File: src/rtl/cpu_mem_ctrl.sv
// cpu_mem_ctrl: load/store controller for the 256x16 CPU data RAM.
// A single request is one burst of 1..16 beats: a load stream returning one
// response per word, or a constant-value store fill returning one acknowledge.
// Every output is a register, so there is no input-to-output combinational path.
module cpu_mem_ctrl #(
    parameter int unsigned ADDR_W = 8,
    parameter int unsigned DATA_W = 16,
    parameter int unsigned LEN_W  = 4
) (
    input  logic              clk,
    input  logic              rst,
    input  logic              req_valid,
    output logic              req_ready,
    input  logic              req_we,
    input  logic [ADDR_W-1:0] req_addr,
    input  logic [DATA_W-1:0] req_wdata,
    input  logic [LEN_W-1:0]  req_len,
    output logic              rsp_valid,
    input  logic              rsp_ready,
    output logic [DATA_W-1:0] rsp_data,
    output logic              rsp_store,
    output logic              rsp_last,
    output logic              ram_read_en,
    output logic              ram_write_en,
    output logic [ADDR_W-1:0] ram_addr,
    output logic [DATA_W-1:0] ram_din,
    input  logic [DATA_W-1:0] ram_dout,
    output logic              busy
);

    typedef enum logic [1:0] {
        S_IDLE,
        S_ISSUE,
        S_CAPT,
        S_RESP
    } state_t;

    state_t            r_state;
    logic [ADDR_W-1:0] r_cur_addr;
    logic [LEN_W-1:0]  r_beats;
    logic [DATA_W-1:0] r_wdata;
    logic              r_op;          // 1 = store/fill, 0 = load
    logic [DATA_W-1:0] r_rsp_data;
    logic              r_rsp_store;
    logic              r_rsp_last;
    logic              r_rsp_valid;
    logic              r_req_ready;
    logic              r_busy;
    logic              r_ram_re;
    logic              r_ram_we;
    logic [ADDR_W-1:0] r_ram_addr;
    logic [DATA_W-1:0] r_ram_din;

    logic [ADDR_W-1:0] w_next_addr;

    // Next burst address; wraps modulo the RAM size.
    assign w_next_addr = r_cur_addr + ADDR_W'(1);

    // The RAM pins and handshake outputs are loaded one cycle ahead of the
    // state they belong to, so each is valid for exactly the cycle the FSM
    // spends in that state; ram_addr/ram_din hold when the enables drop.
    // Burst FSM with registered outputs.
    always_ff @(posedge clk or posedge rst) begin
        if (rst) begin
            r_state     <= S_IDLE;
            r_cur_addr  <= '0;
            r_beats     <= '0;
            r_wdata     <= '0;
            r_op        <= 1'b0;
            r_rsp_data  <= '0;
            r_rsp_store <= 1'b0;
            r_rsp_last  <= 1'b0;
            r_rsp_valid <= 1'b0;
            r_req_ready <= 1'b1;
            r_busy      <= 1'b0;
            r_ram_re    <= 1'b0;
            r_ram_we    <= 1'b0;
            r_ram_addr  <= '0;
            r_ram_din   <= '0;
        end else begin
            case (r_state)
                S_IDLE: begin
                    if (req_valid) begin
                        r_op        <= req_we;
                        r_cur_addr  <= req_addr;
                        r_beats     <= req_len;
                        r_wdata     <= req_wdata;
                        r_ram_addr  <= req_addr;
                        r_req_ready <= 1'b0;
                        r_busy      <= 1'b1;
                        if (req_we) begin
                            r_ram_we  <= 1'b1;
                            r_ram_din <= req_wdata;
                        end else begin
                            r_ram_re  <= 1'b1;
                        end
                        r_state <= S_ISSUE;
                    end
                end
                S_ISSUE: begin
                    if (r_op) begin
                        if (r_beats == '0) begin
                            r_ram_we    <= 1'b0;
                            r_rsp_data  <= '0;
                            r_rsp_store <= 1'b1;
                            r_rsp_last  <= 1'b1;
                            r_rsp_valid <= 1'b1;
                            r_state     <= S_RESP;
                        end else begin
                            r_cur_addr <= w_next_addr;
                            r_beats    <= r_beats - LEN_W'(1);
                            r_ram_addr <= w_next_addr;
                        end
                    end else begin
                        r_ram_re <= 1'b0;
                        r_state  <= S_CAPT;
                    end
                end
                S_CAPT: begin
                    r_rsp_data  <= ram_dout;
                    r_rsp_store <= 1'b0;
                    r_rsp_last  <= (r_beats == '0);
                    r_rsp_valid <= 1'b1;
                    r_state     <= S_RESP;
                end
                S_RESP: begin
                    if (rsp_ready) begin
                        r_rsp_valid <= 1'b0;
                        if (!r_op && (r_beats != '0)) begin
                            r_cur_addr <= w_next_addr;
                            r_beats    <= r_beats - LEN_W'(1);
                            r_ram_addr <= w_next_addr;
                            r_ram_re   <= 1'b1;
                            r_state    <= S_ISSUE;
                        end else begin
                            r_req_ready <= 1'b1;
                            r_busy      <= 1'b0;
                            r_state     <= S_IDLE;
                        end
                    end
                end
                default: begin
                    r_ram_re    <= 1'b0;
                    r_ram_we    <= 1'b0;
                    r_rsp_valid <= 1'b0;
                    r_req_ready <= 1'b1;
                    r_busy      <= 1'b0;
                    r_state     <= S_IDLE;
                end
            endcase
        end
    end

    assign req_ready    = r_req_ready;
    assign busy         = r_busy;
    assign rsp_valid    = r_rsp_valid;
    assign rsp_data     = r_rsp_data;
    assign rsp_store    = r_rsp_store;
    assign rsp_last     = r_rsp_last;
    assign ram_read_en  = r_ram_re;
    assign ram_write_en = r_ram_we;
    assign ram_addr     = r_ram_addr;
    assign ram_din      = r_ram_din;

endmodule

File: config.mk
export PLATFORM = sky130hd
export DESIGN_NAME = cpu_mem_ctrl
export DESIGN_NICKNAME = d
export VERILOG_FILES = /design/src/rtl/cpu_mem_ctrl.sv
export SDC_FILE = /design/constraint.sdc
export NUM_CORES = 1
export LEC_CHECK = 0
export CAP_MARGIN = 20
export CORE_MARGIN = 5
export CORE_UTILIZATION = 48
export CTS_CLUSTER_DIAMETER = 80
export DETAILED_ROUTE_END_ITERATION = 16
export PLACE_DENSITY = 0.84
export SYNTH_ARGS = -nofsm -noshare
export SYNTH_HDL_FRONTEND = slang
export SYNTH_SLANG_ARGS = --single-unit
File: constraint.sdc
create_clock -name clk -period 2.9 [get_ports clk]
set_clock_uncertainty 0.05 [all_clocks]
set_input_delay 0.725 -clock clk [delete_from_list [all_inputs] [get_ports clk]]
set_output_delay 0.725 -clock clk [all_outputs]
set_load 0.03 [all_outputs]
==> metrics <==
Hold WS around 0.46 ns; Crit. Startpoint r_state[0]; Syn Std Cell Area around 2600 um2; max_cap viols 0; row cnt 27; post-cts resize count 0; dpl cells approximately 380; DR WL/cell 15.47 um; PortBufs 95; clk sink count 54; starting density of the core between 40% and 50%; Hold Path Class flip-flop to flip-flop; Die W 84.29 um; die area between 7000 and 8000 um2; largest net degree at the start of global routing 30; layout cells sized above 1 13.52%; antenna fix cells 0; Final Max Slew Viols 0; post-DP HPWL 4.495 mm; Clock Pin Slew Worst Setup and Hold Paths 0.10 ns; yosys warns 0; syn_area_per_cell 11.82 um2; Distinct cells, synth 49; core area 5439 um2; worst relative slew slack 37.86%; Layout Cells excl Fill 390; Hold Vio Cnt, Final 0; nets approximately 370; DP Area approximately 3600 um2; power per cell area 1326 nW/um2; Leak 1.603 nW; initial DRC count 112; final instance area 3730 um2; clk_lat worst skew ~0.30 ns; boundary pin count 96; average vias per placed instance 5.362; H-tree levels 2; worst slew pin tran 0.9321 ns; Die Ht 84.29 um; RR Startpoint r_state[0]; Synth Instances around 220; Post-synth EDFFs 0; critical path type flip-flop to flip-flop; GRT Overall Usage 17.23%; total negative setup slack 0 ns; Final GP Congestion approximately 0.9; fraction of synthesis flops using an asynchronous set or reset pin 100.0%; global-route wire length before repair roughly 10 mm; setup ws final 0.5487 ns; period utilization 81.08%; Final ANT Viol Nets 0; hold path start rsp_data[9]; crit path DAT approximately 2.5 ns; GRT overflow 0; deepest clock path buffer count 2; critical path fanouts, max 27; fin crit period 2.351 ns; hold_buf cts 0; routed vias 2091; RSZ-0062 raised after global routing false; Worst EP required 3.05 ns; syn_nets 280; CTS Buf Count 5; status finished clean; Peak Freq 0.4253 GHz; post-synthesis register bit count 54; first drt pass iteration count 4; via count of the first global-routing pass 2083; drt total wl roughly 6.0 mm; Area growth syn-to-layout 40.81%; nature of the critical path endpoint flip-flop; # DRC 0; CTS tree done; antenna violations before repair 0; maximum VDD drop 0.0007024 V; CP Launch Type flip-flop; Post-synth top flop dfrtp_1; Seq/Total Area, Yosys 51.06%; clk root buf clkbuf_8; Post-CTS Setup Repair Bufs 0; dpl ws about 0.56 ns; final setup violating endpoints 0
cell usage after synthesis (2+ instances only):
| master | instances | area [um2] |
|---|---|---|
| dfrtp_1 | 53 | 1326 |
| a22o_1 | 17 | 148.9 |
| mux2_2 | 17 | 191.4 |
| nand2_1 | 13 | 48.80 |
| inv_1 | 12 | 45.04 |
| nor2_1 | 12 | 45.04 |
| o21ai_0 | 9 | 45.04 |
| a21oi_1 | 8 | 40.04 |
| a211oi_1 | 7 | 52.55 |
| ha_1 | 7 | 87.58 |
| buf_6 | 6 | 67.56 |
| a2bb2oi_1 | 5 | 43.79 |
| a31oi_1 | 5 | 31.28 |
| buf_2 | 5 | 25.02 |
| o22ai_1 | 5 | 31.28 |
| nand3_1 | 3 | 15.01 |
| o22a_1 | 3 | 26.28 |
| and4_1 | 2 | 17.52 |
| mux2i_1 | 2 | 20.02 |
| nand2b_1 | 2 | 12.51 |
| nand3_2 | 2 | 20.02 |
| o21a_1 | 2 | 15.01 |
through the flow:
stage               util, %  total power [mW]
CTS                   68.58             4.968
finish                68.58             4.945
detailed placement    66.51             4.459
global placement      66.51             4.381
global route          68.58             5.258
floorplan                 -             3.557
per-layer routing:
| metal | track usage [%] | vias up | share of wire [%] |
|---|---|---|---|
| li1 | - | 1008 | - |
| met4 | 5.263 | 0 | 1.4 |
| met5 | 0 | - | 0 |
| met1 | 22.88 | 1024 | 44 |
| met2 | 28.26 | 52 | 50 |
| met3 | 3.729 | 7 | 5.0 |
path summary, 6_finish.rpt:
kind / endpoint / depth (start not counted) / slack (ns)
min in group asynchronous: rsp_data[7] / 2 / 0.72
worst min register to register: rsp_data[9] / 1 / 0.46
worst max-delay path: ram_addr[1] / 4 / 0.55
worst max register to register: ram_addr[1] / 4 / 0.55
worst min-delay path: rsp_data[9] / 1 / 0.46
max in group asynchronous: req_ready / 3 / 1.47
state kept, by name (all words and copies together), names as in the netlist, 2 cells and up:
signal    flops
ram_addr      8
ram_din      16
r_beats       4
r_state       2
rsp_data     16
cell families (layout without fill, tap and decap cells):
kind of cell / after synthesis / after routing / synth area share [%]
adder cells (fa/ha/maj): 7 / 7 / 3.306
AO/OA/AOI/OAI: 74 / 74 / 21.87
buffers and inverters: 25 / 119 / 6.046
AND/OR/NAND/NOR: 44 / 44 / 9.165
multiplexers: 20 / 20 / 8.550
flip-flops: 54 / 54 / 51.06
placed cells by master (no fill, tap or decap), types with 7 or more instances in the layout:
cell	n
clkdlybuf4s50_1	95
nand2_1	13
a21oi_1	8
nor2_1	12
mux2_2	17
dfrtp_1	53
a211oi_1	7
o21ai_0	9
inv_1	11
ha_1	7
a22o_1	17
power by group:
| group | internal, mW | switching (mW) | leakage, nW |
|---|---|---|---|
| combinational | 1.36 | 1.65 | 0.904 |
| sequential | 1.14 | 0.289 | 0.640 |
| clock | 0.259 | 0.247 | 0.0585 |
| total | 2.76 | 2.19 | 1.60 |
critical path, cell delays in order (launching register included):
cell and delay [ns]:
dfrtp_1 0.45, ha_1 0.38, or2_1 0.78, a21oi_4 0.23
mux2_4 0.35
layout make-up:
class                      instances  area, um2
inverter                          12      45.04
timing repair buffer              99      993.5
clock inverter                     3      43.79
fill                             405       1709
tap                               72      90.09
clock buffer                       5      68.82
multi-input combinational        145       1136
sequential                        54       1353
Note: power is estimated with default switching activity, not from simulation.
